`src/rtl/program_loader_if.sv`:
```
// Byte-stream in / program-memory write out bundle for the program loader.
// The loader takes the slave view; whatever feeds bytes and watches writes takes master.
interface program_loader_if #(
    parameter int AB = 11
);
    logic [7:0]    rx_data;
    logic          rx_done;
    logic          restart;
    logic [AB-1:0] prog_addr;
    logic [15:0]   prog_data;
    logic          prog_we;
    logic [AB:0]   word_count;
    logic          load_done;
    logic          mem_full;

    modport master (
        output rx_data, rx_done, restart,
        input  prog_addr, prog_data, prog_we, word_count, load_done, mem_full
    );

    modport slave (
        input  rx_data, rx_done, restart,
        output prog_addr, prog_data, prog_we, word_count, load_done, mem_full
    );
endinterface

```
`src/rtl/program_loader.sv`:
```
// Assembles 16-bit instruction words from a high-byte-first byte stream and
// writes them to consecutive program-memory addresses until HLT or memory end.
module program_loader #(
    parameter int AB = 11
) (
    input  logic             clk,
    input  logic             reset,
    program_loader_if.slave  bus
);
    typedef enum logic [1:0] {
        WAIT_HI = 2'd0,
        WAIT_LO = 2'd1,
        WRITE   = 2'd2,
        DONE    = 2'd3
    } state_t;

    localparam logic [AB-1:0] LAST_ADDR = {AB{1'b1}};
    localparam logic [4:0]    OP_HLT    = 5'b00000;

    state_t        state;
    logic [7:0]    hi;
    logic [AB-1:0] addr;
    logic [15:0]   data;
    logic          we;
    logic [AB:0]   count;
    logic          done;
    logic          full;

    // All outputs come straight from flops.
    assign bus.prog_addr  = addr;
    assign bus.prog_data  = data;
    assign bus.prog_we    = we;
    assign bus.word_count = count;
    assign bus.load_done  = done;
    assign bus.mem_full   = full;

    always_ff @(posedge clk or negedge reset) begin
        if (!reset) begin
            state <= WAIT_HI;
            hi    <= 8'h00;
            addr  <= '0;
            data  <= 16'h0000;
            we    <= 1'b0;
            count <= '0;
            done  <= 1'b0;
            full  <= 1'b0;
        end else if (bus.restart) begin
            // prog_data is deliberately kept: it only ever reflects the last write.
            state <= WAIT_HI;
            hi    <= 8'h00;
            addr  <= '0;
            we    <= 1'b0;
            count <= '0;
            done  <= 1'b0;
            full  <= 1'b0;
        end else begin
            we <= 1'b0;
            case (state)
                WAIT_HI: begin
                    if (bus.rx_done) begin
                        hi    <= bus.rx_data;
                        state <= WAIT_LO;
                    end
                end
                WAIT_LO: begin
                    if (bus.rx_done) begin
                        data  <= {hi, bus.rx_data};
                        we    <= 1'b1;
                        state <= WRITE;
                    end
                end
                WRITE: begin
                    count <= count + 1'b1;
                    if (data[15:11] == OP_HLT) begin
                        done  <= 1'b1;
                        state <= DONE;
                    end else if (addr == LAST_ADDR) begin
                        // Memory exhausted: stop rather than wrap onto word 0.
                        done  <= 1'b1;
                        full  <= 1'b1;
                        state <= DONE;
                    end else begin
                        addr <= addr + 1'b1;
                        if (bus.rx_done) begin
                            hi    <= bus.rx_data;
                            state <= WAIT_LO;
                        end else begin
                            state <= WAIT_HI;
                        end
                    end
                end
                DONE: begin
                    done <= 1'b1;
                end
                default: begin
                    state <= WAIT_HI;
                end
            endcase
        end
    end
endmodule

```
`src/flat_wrapper.sv`:
```
// flat-port wrapper written by rule: the top's interface ports become plain ports
module program_loader_flat 
#(
    parameter int AB = 11
)
  (clk, reset, bus_rx_data, bus_rx_done, bus_restart, bus_prog_addr, bus_prog_data, bus_prog_we, bus_word_count, bus_load_done, bus_mem_full);
  program_loader_if #(.AB(AB)) bus_i ();
  input  logic clk;
  input  logic reset;
  input wire logic [$bits(bus_i.rx_data)-1:0] bus_rx_data;
  input wire logic [$bits(bus_i.rx_done)-1:0] bus_rx_done;
  input wire logic [$bits(bus_i.restart)-1:0] bus_restart;
  output wire logic [$bits(bus_i.prog_addr)-1:0] bus_prog_addr;
  output wire logic [$bits(bus_i.prog_data)-1:0] bus_prog_data;
  output wire logic [$bits(bus_i.prog_we)-1:0] bus_prog_we;
  output wire logic [$bits(bus_i.word_count)-1:0] bus_word_count;
  output wire logic [$bits(bus_i.load_done)-1:0] bus_load_done;
  output wire logic [$bits(bus_i.mem_full)-1:0] bus_mem_full;
  assign bus_i.rx_data = bus_rx_data;
  assign bus_i.rx_done = bus_rx_done;
  assign bus_i.restart = bus_restart;
  assign bus_prog_addr = bus_i.prog_addr;
  assign bus_prog_data = bus_i.prog_data;
  assign bus_prog_we = bus_i.prog_we;
  assign bus_word_count = bus_i.word_count;
  assign bus_load_done = bus_i.load_done;
  assign bus_mem_full = bus_i.mem_full;
  program_loader #(.AB(AB)) u_core (.clk(clk), .reset(reset), .bus(bus_i));
endmodule
```
`config.mk`:
```
export PLATFORM = sky130hd
export DESIGN_NAME = program_loader_flat
export DESIGN_NICKNAME = d
export VERILOG_FILES = /design/src/rtl/program_loader_if.sv /design/src/rtl/program_loader.sv /design/src/flat_wrapper.sv
export SDC_FILE = /design/constraint.sdc
export NUM_CORES = 1
export LEC_CHECK = 0
export CAP_MARGIN = 10
export CORE_MARGIN = 4
export CORE_UTILIZATION = 40
export DETAILED_ROUTE_END_ITERATION = 12
export HOLD_SLACK_MARGIN = 0.08
export PLACE_DENSITY_LB_ADDON = 0.05
export SLEW_MARGIN = 20
export SYNTH_ARGS = -nofsm -noshare
export SYNTH_HDL_FRONTEND = slang
export SYNTH_SLANG_ARGS = --single-unit
```
`constraint.sdc`:
```
create_clock -name clk -period 1.83 [get_ports clk]
set_clock_uncertainty 0.15 [all_clocks]
set_input_delay 0.2745 -clock clk [delete_from_list [all_inputs] [get_ports clk]]
set_output_delay 0.2745 -clock clk [all_outputs]
set_load 0.03 [all_outputs]
```
[Yosys cells after proc, flatten, opt, wreduce, memory -nomap -nowiden]
Index checks and enable logic that the tools add are counted.
Cells by class
  $add $sub $neg: 2
  equality and inequality tests: 11
  multiplexer cells: 28
  bitwise logic cells: 1
  reductions and logical operators: 13
Operator list (count)
  $mux W11: 4
  $mux W8: 4
  $mux W12: 2
  $pmux W8 S2: 1
  $reduce_and A3 Y1: 5
  $add A12 B1 Y12 const B: 1
  $ne A3 B3 Y1 const B: 4
  $add A11 B1 Y11 const B: 1
  $eq A11 B11 Y1 const B: 1
  $mux W1: 10
  $mux W2: 5
  $pmux W2 S3: 1
  $reduce_bool A3 Y1: 2
  $logic_not A5 Y1: 1
  $eq A2 B2 Y1 const B: 2
  $ne A2 B2 Y1 const B: 2
  $ne A4 B2 Y1 const B: 1
  $reduce_bool A2 Y1: 2
  $reduce_bool A4 Y1: 1
  $eq A2 B1 Y1 const B: 1
  $logic_not A2 Y1: 1
  $pmux W1 S2: 1
  $reduce_and A2 Y1: 1
  $not A1 Y1: 1
Storage, ports and cells
  register bits after elaboration: 52
  output and inout bits: 42

[Logic depth before layout (Yosys ltp)]
  depth after elaboration: 5
  depth in mapped cells: 7
  depth with buffers taken out: 6

[Least setup slack after synthesis]
OpenSTA, ideal clock, no wires.
  path type: reg2reg
  start point: register u_core.addr[0] (netlist: u_core.bus.prog_addr[0])
  end point: register u_core.hi[0]
  setup time: 0.080 ns
  data arrival time: 1.899 ns
  required time: 1.600 ns
  path slack: -0.299 ns
  stages on the path, launching flop included: 6
  clock period less this slack: 2.129 ns
  cell sequence: dfrtp_1 -> ha_1 -> nand3_1 -> nor4_1 -> a2111oi_4 -> mux2i_1
On the way
  cells in the longest elaborated chain, start to end: 3
Ends and longest elaborated chain
  start: declaration: line program_loader.sv:22  | logic [AB-1:0] addr;
  start signal: assignment: line program_loader.sv:83  | addr <= addr + 1'b1;
  $eq A11 B11 Y1: line program_loader.sv:77  | end else if (addr == LAST_ADDR) begin
  $ne A3 B3 Y1 (no source line)
  $reduce_and A3 Y1 (no source line)
  end signal: assignment: line program_loader.sv:61  | hi <= bus.rx_data;
  end signal: assignment: line program_loader.sv:85  | hi <= bus.rx_data;
  end: declaration: line program_loader.sv:21  | logic [7:0] hi;
Every way passes these cells.
A chain may end at the register's enable or synchronous reset.

[Final worst setup path]
  start point: register u_core.data[15] (netlist: u_core.bus.prog_data[15])
  end point: register u_core.addr[6] (netlist: u_core.bus.prog_addr[6])
On the way
  cells in the longest elaborated chain, start to end: 3
Ends and longest elaborated chain
  start: declaration: line program_loader.sv:23  | logic [15:0] data;
  start signal: assignment: line program_loader.sv:67  | data <= {hi, bus.rx_data};
  $logic_not A5 Y1: line program_loader.sv:74  | if (data[15:11] == OP_HLT) begin
  $ne A2 B2 Y1 (no source line)
  $reduce_and A3 Y1 (no source line)
Every way passes these cells.

==> reports/metrics.cfg <==
[run_status]
status=finished with violations
violations=setup timing

[clock_network]
h-tree-depth=2
insertion_delay_ns=0.31
cts_tree=built
clock_path_buffers=2
clkSinkCount=52
numCtsBuffers=5
root_buffer=clkbuf_8
clk_pin_slew_ns=0.10

[critical_path]
crit_type=register to register
cp-start-kind=register
end_kind=register
worstPathRequired_ns=1.88
cp_max_fo=6
crit_arrival_ns=1.95

[die]
die_w_um=87.5
die_y_um=87.5
start_util_pct=42.0
row_count=28
ios=54
core_um2=6030
dieArea_um2=7660

[pwr]
p_seq_share_pct=39.9
vdd_drop_max_mv=0.785
power.leakage_nw=1.76
combPwrFrac_pct=38.8
switching_share_pct=36.8
clkPwrFrac_pct=21.3
p_sw_mw=1.39
p_int_mw=2.39
power.density_nw_per_um2=1030

[routing]
viasPerCell=5.11
num_vias=2140
first_pass_iters=4
antenna_left=0
drc_errors=0
drt_wl_total_um=6070
initialDrtViolationCount=51
wire_per_inst_um=14.5

[global_route]
grt_pass1_vias=2123
grt_max_degree=53
overflow=0
track_usage_pct=16.5
grt_first_pass_wirelength_um=10000
antenna_found_initial=0

[finish]
nets=361
syn_to_final_growth_pct=44.6
fin_cells=419
num_antenna_cells=0
fill_cells=553
register_area_um2=1320
multi_input_area_um2=1310
drive_above_1_share_pct=25.3

[placed_design]
dp_hpwl_um=4030
place.gp.congestion=0.785
place_ws_ns=-0.0680
place_inst=405
port-buffer-count=53

[logic_synthesis]
ys.flop_type=dfrtp_1
synth_top_area_share_pct=51.5
synth_area_um2=2530
postSynthCellCount=259
synth_seq_cells=52
synth_largest_area_cell=dfrtp_1
synth_warnings=0
synth_cell_type_count=41
mappedNetlistNets=277
ys_async_sr_fraction_pct=100
synth-edff-count=0
yosys-top-cells-area=dfrtp_1, nand2_1, nand2b_1
avgSynthCellArea_um2=9.76
ys_seq_area_share_pct=51.5

[sta]
fin_crit_ns=1.89
final_max_slew_viol_count=0
setup_tns_ns=-0.194
worstMarginPinSlew_ns=0.458
slew-limit-headroom_pct=69.5
fin_ws_ns=-0.0634
timing.final.crit_share_pct=103
hold_slack_ns=0.326
setup_violations=7
rsz0062_at_grt=true
hold_violations=0
timing.fmax_mhz=528

[worst_hold_path]
hold_path_class=input pin to async pin

[flow_run]
drv_cap=0

==> placed cells by master (no fill, tap or decap), types with 5 or more instances in the layout <==
| cell | instances |
|---|---|
| nor2_1 | 15 |
| xnor2_1 | 6 |
| a21oi_1 | 10 |
| nand2b_1 | 16 |
| inv_1 | 7 |
| clkdlybuf4s50_1 | 23 |
| nand3_1 | 5 |
| buf_4 | 26 |
| dlymetal6s2s_1 | 5 |
| mux2i_1 | 9 |
| clkbuf_8 | 5 |
| dfrtp_2 | 11 |
| nand2_1 | 58 |
| dfrtp_1 | 41 |
| dlygate4sd2_1 | 24 |
| buf_6 | 5 |
==> cell usage after synthesis, types with 2 or more instances <==
cell type,n
nor3_1,5
nor2b_1,2
xnor2_1,6
or4b_1,2
nor2_1,17
nand2_1,58
nand2b_1,16
o31ai_1,4
clkbuf_1,7
o41ai_1,2
or3_1,3
dfrtp_1,52
nand4_1,3
ha_1,6
nand3_1,6
xor2_1,3
buf_2,2
or4_1,4
mux2i_1,9
and4_1,2
a21oi_1,14
nand3b_1,3
o21ai_0,5
inv_1,8
nor4_1,4
==> routing by layer <==
layer / wire (µm) / share of wire (%) / GRT usage [%]
met1: 2720 / 45 / 21.4
met2: 3020 / 50 / 27.6
met3: 271 / 4.5 / 4.07
met4: 67 / 1.1 / 4.18
met5: 0 / 0 / 0
==> worst max-delay path, cell delays in order, from the launching register on <==
cell	delay, ns
dfrtp_2	0.42
or4_4	0.58
o21ai_4	0.28
nor4_2	0.08
mux2_2	0.27
==> worst paths after layout <==
kind / start / end / slack [ns] / depth (start not counted)
hold / removal: reset / u_core.bus.word_count[0] / 0.33 / 3
hold reg to reg: u_core.bus.prog_data[5] / u_core.bus.prog_data[5] / 0.33 / 2
setup reg to reg: u_core.bus.prog_data[15] / u_core.bus.prog_addr[6] / -0.06 / 4
max in group asynchronous: reset / u_core.bus.prog_data[12] / 0.95 / 3
min in group clk: u_core.bus.prog_data[5] / u_core.bus.prog_data[5] / 0.33 / 2
setup / recovery: u_core.bus.prog_data[15] / u_core.bus.prog_addr[6] / -0.06 / 4
==> cells by family after synthesis <==
| group | after synthesis | share of synthesized area (%) |
|---|---|---|
| XOR/XNOR | 9 | 3.12 |
| AND/OR/NAND/NOR | 129 | 25.7 |
| multiplexers | 10 | 4.01 |
| AO/OA/AOI/OAI | 35 | 9.95 |
| buffers and inverters | 18 | 2.77 |
| adder cells (fa/ha/maj) | 6 | 2.97 |
| flip-flops | 52 | 51.5 |
==> sequential cells by signal, indices dropped and copies added, names as in the netlist <==
register	count
u_core.state	2
u_core.bus.prog_addr	11
u_core.bus.prog_data	16
u_core.hi	8
u_core.bus.word_count	12
u_core.bus.mem_full	1
u_core.bus.prog_we	1
u_core.bus.load_done	1
==> per-stage QoR <==
stage | area [µm²] | util (%) | power, mW
2_1_floorplan | 2590 | - | 2.35
3_3_place_gp | 3380 | 56.2 | 2.96
3_5_place_dp | 3380 | 56.2 | 2.97
4_1_cts | 3480 | 57.8 | 3.77
5_1_grt | 3660 | 60.7 | 4.00
6_report | 3660 | 60.7 | 3.78
==> layout make-up <==
type / instances / share of cell area (%)
well taps: 75 / 2.57
clock buffers: 5 / 1.88
inverters: 9 / 0.958
multi-input cells: 189 / 35.9
clock inverters: 3 / 1.16
flip-flops and latches: 52 / 36.0
repair buffers: 86 / 21.6
==> power groups by stage <==
stage / registers [mW] / clock network [mW] / logic (mW)
6_report: 1.51 / 0.803 / 1.47
5_1_grt: 1.54 / 0.872 / 1.58
4_1_cts: 1.51 / 0.822 / 1.44
3_5_place_dp: 1.52 / 0 / 1.45
3_3_place_gp: 1.53 / 0 / 1.43
2_1_floorplan: 1.90 / 0 / 0.450
==> repair_timing <==
action,in CTS,in global routing
gates resized for setup,29,33
buffers inserted,0,5
pin swaps,1,19
hold endpoints to repair,52,0
hold buffers,1,0
setup endpoints to repair,58,31
Note: power is estimated with default switching activity, not from simulation.
==> patch, RTL diff (same settings) <==
Reset style: synchronous (`reset`), changed in one clocked block.
--- a/src/rtl/program_loader.sv
+++ b/src/rtl/program_loader.sv
@@ -34,7 +34,7 @@
     assign bus.load_done  = done;
     assign bus.mem_full   = full;
 
-    always_ff @(posedge clk or negedge reset) begin
+    always_ff @(posedge clk) begin
         if (!reset) begin
             state <= WAIT_HI;
             hi    <= 8'h00;
Formal check against the unedited RTL: differs if reset is asserted again (counterexample within 4 cycles, from zero or initial values and one cycle with reset low); with reset held inactive, the same outputs for 10 cycles.
==> patch against the original RTL <==
- synthesized area is 7.6% lower
- worst setup slack gained 87 ps
- routed wire length fell by 9.5%
- largest cell class is now multi-input combinational cells
- first-iteration DRC count increased by 41%
- sequential cell count unchanged
- design area decreased by 9.0%
Power is not compared: it rests on default switching activity, and its combinational part moved more than twofold at a synthesized area within 25%.
==> patch: results (changes against the original RTL) <==
** Setup path
- The largest fanout of any net on the critical path came to 8 (was 6).
- The worst reg2reg path depth is 5 (was 4).
- FF-to-FF End :: u_core.hi[5] (was u_core.bus.prog_addr[6])
- Data arrival at the endpoint of the critical path :: 1850 ps (was 1950 ps)
- The critical path startpoint is u_core.bus.prog_addr[1] (was u_core.bus.prog_data[15]).
- Biggest cell delay along the critical path :: 400 ps (was 580 ps)

** Layout
- Fraction of area in clock buffers and inverters :: 3.35% (was 3.04%)
- The sequential cell area share is 31.8% (was 36.0%).
- Number of sequential storage elements :: 52 (unchanged)
- Fraction of final layout cells with drive strength greater than 1 :: 19.1% (was 25.3%)
- The count of multi-input gates was 192 (was 189).
- Count of clock buffers in the final design :: 6 (was 5)
- Number of nets in the layout :: 358 (was 361)

** Status
- Run status :: complete, no violations (was complete, but fails checks)

** Synth
- The synthesized netlist cell count is 266 (was 259).
- Most area-consuming cells after synthesis :: sky130_fd_sc_hd__dfxtp_1, sky130_fd_sc_hd__nand2_1, sky130_fd_sc_hd__a21boi_0 (was sky130_fd_sc_hd__dfrtp_1, sky130_fd_sc_hd__nand2_1, sky130_fd_sc_hd__nand2b_1)
- Post-synthesis cell type count :: 49 (was 41)
- Most frequent cells after synthesis :: sky130_fd_sc_hd__nand2_1, sky130_fd_sc_hd__dfxtp_1, sky130_fd_sc_hd__nor2_1, sky130_fd_sc_hd__a21boi_0, sky130_fd_sc_hd__a21oi_1 (was sky130_fd_sc_hd__nand2_1, sky130_fd_sc_hd__dfrtp_1, sky130_fd_sc_hd__nor2_1, sky130_fd_sc_hd__nand2b_1, sky130_fd_sc_hd__a21oi_1)
- Async set or reset register ratio after synthesis :: 0% (was 100%)
- Sequential-to-total area share from yosys stat :: 44.5% (was 51.5%)
- Net count after synthesis :: 284 (was 277)

** Detailed routing
- Number of DRC markers in iteration 0 :: 72 (was 51)
- The total wire length after detailed routing is 5500 um (was 6070 um).
- Average wire per cell in the routed design :: 13.3 um (was 14.5 um)

** Global routing
- The global-route wire length before repair was 9220 um (was 10000 um).
- The maximum number of pins on one net before global-route repair is 28 (was 53).
- The overall routing resource usage was 15.5% (was 16.5%).
- The number of global-route vias before repair is 2045 (was 2123).

** STA
- The post-layout minimum cycle time was 1810 ps (was 1890 ps).
- The slew at the pin closest to its max-slew limit was 410 ps (was 458 ps).

** Placed design
- Final weighted congestion in routability-driven placement :: 0.838 (was 0.785)
- The detailed-placement wirelength estimate is 3950 um (was 4030 um).

** Worst hold path
- Class of the worst hold path :: flip-flop to flip-flop (was primary input to asynchronous set/reset pin)
[patch: cell types whose count changed in the layout (fill, tap and decap cells not counted), sizes merged, moves of 3 or more]
cell	change
buf	-7
nand2b	-15
dfrtp	-52
nand3b	-3
nor2	+3
dfxtp	+52
clkdlybuf4s50	+9
dlygate4sd2	-8
a21boi	+16
[patch: power groups by stage]
stage          sequential, uW  clock (uW)  combinational (uW)
2_1_floorplan            1180           0                59.8
3_3_place_gp             1170           0                 134
3_5_place_dp             1170           0                 135
4_1_cts                  1140         827                 135
6_report                 1140         802                 134
5_1_grt                  1150         868                 146
[patch: how the worst min path moves through the flow]
stage,from,end,slack [ps],depth (start not counted)
after floorplan,bus_rx_data[4],u_core.bus.prog_data[4],260,2
after detailed placement,u_core.bus.load_done,u_core.bus.load_done,290,2
after global placement,u_core.bus.load_done,u_core.bus.load_done,280,2
after global routing,u_core.bus.load_done,u_core.bus.load_done,330,2
final,u_core.bus.load_done,u_core.bus.load_done,300,2
after CTS,u_core.bus.load_done,u_core.bus.load_done,300,2
[patch: routing by layer]
| metal | routed length (um) | share of wire (%) | track usage, % |
|---|---|---|---|
| met5 | 0 | 0 | 0 |
| met2 | 2650 | 48 | 26.8 |
| met4 | 41 | 0.75 | 5.18 |
| met1 | 2490 | 45 | 18.7 |
| met3 | 314 | 5.7 | 4.02 |
[patch: cells by family (layout without fill, tap and decap cells)]
group	count (synthesis)	in the layout	share of synthesized area [%]
flops	52	52	44.5
simple gates	113	113	23.1
xor+xnor	10	10	3.75
mux	11	11	4.76
buf+inv	22	97	4.39
compound gates	52	52	16.2
fa+ha+maj	6	6	3.21
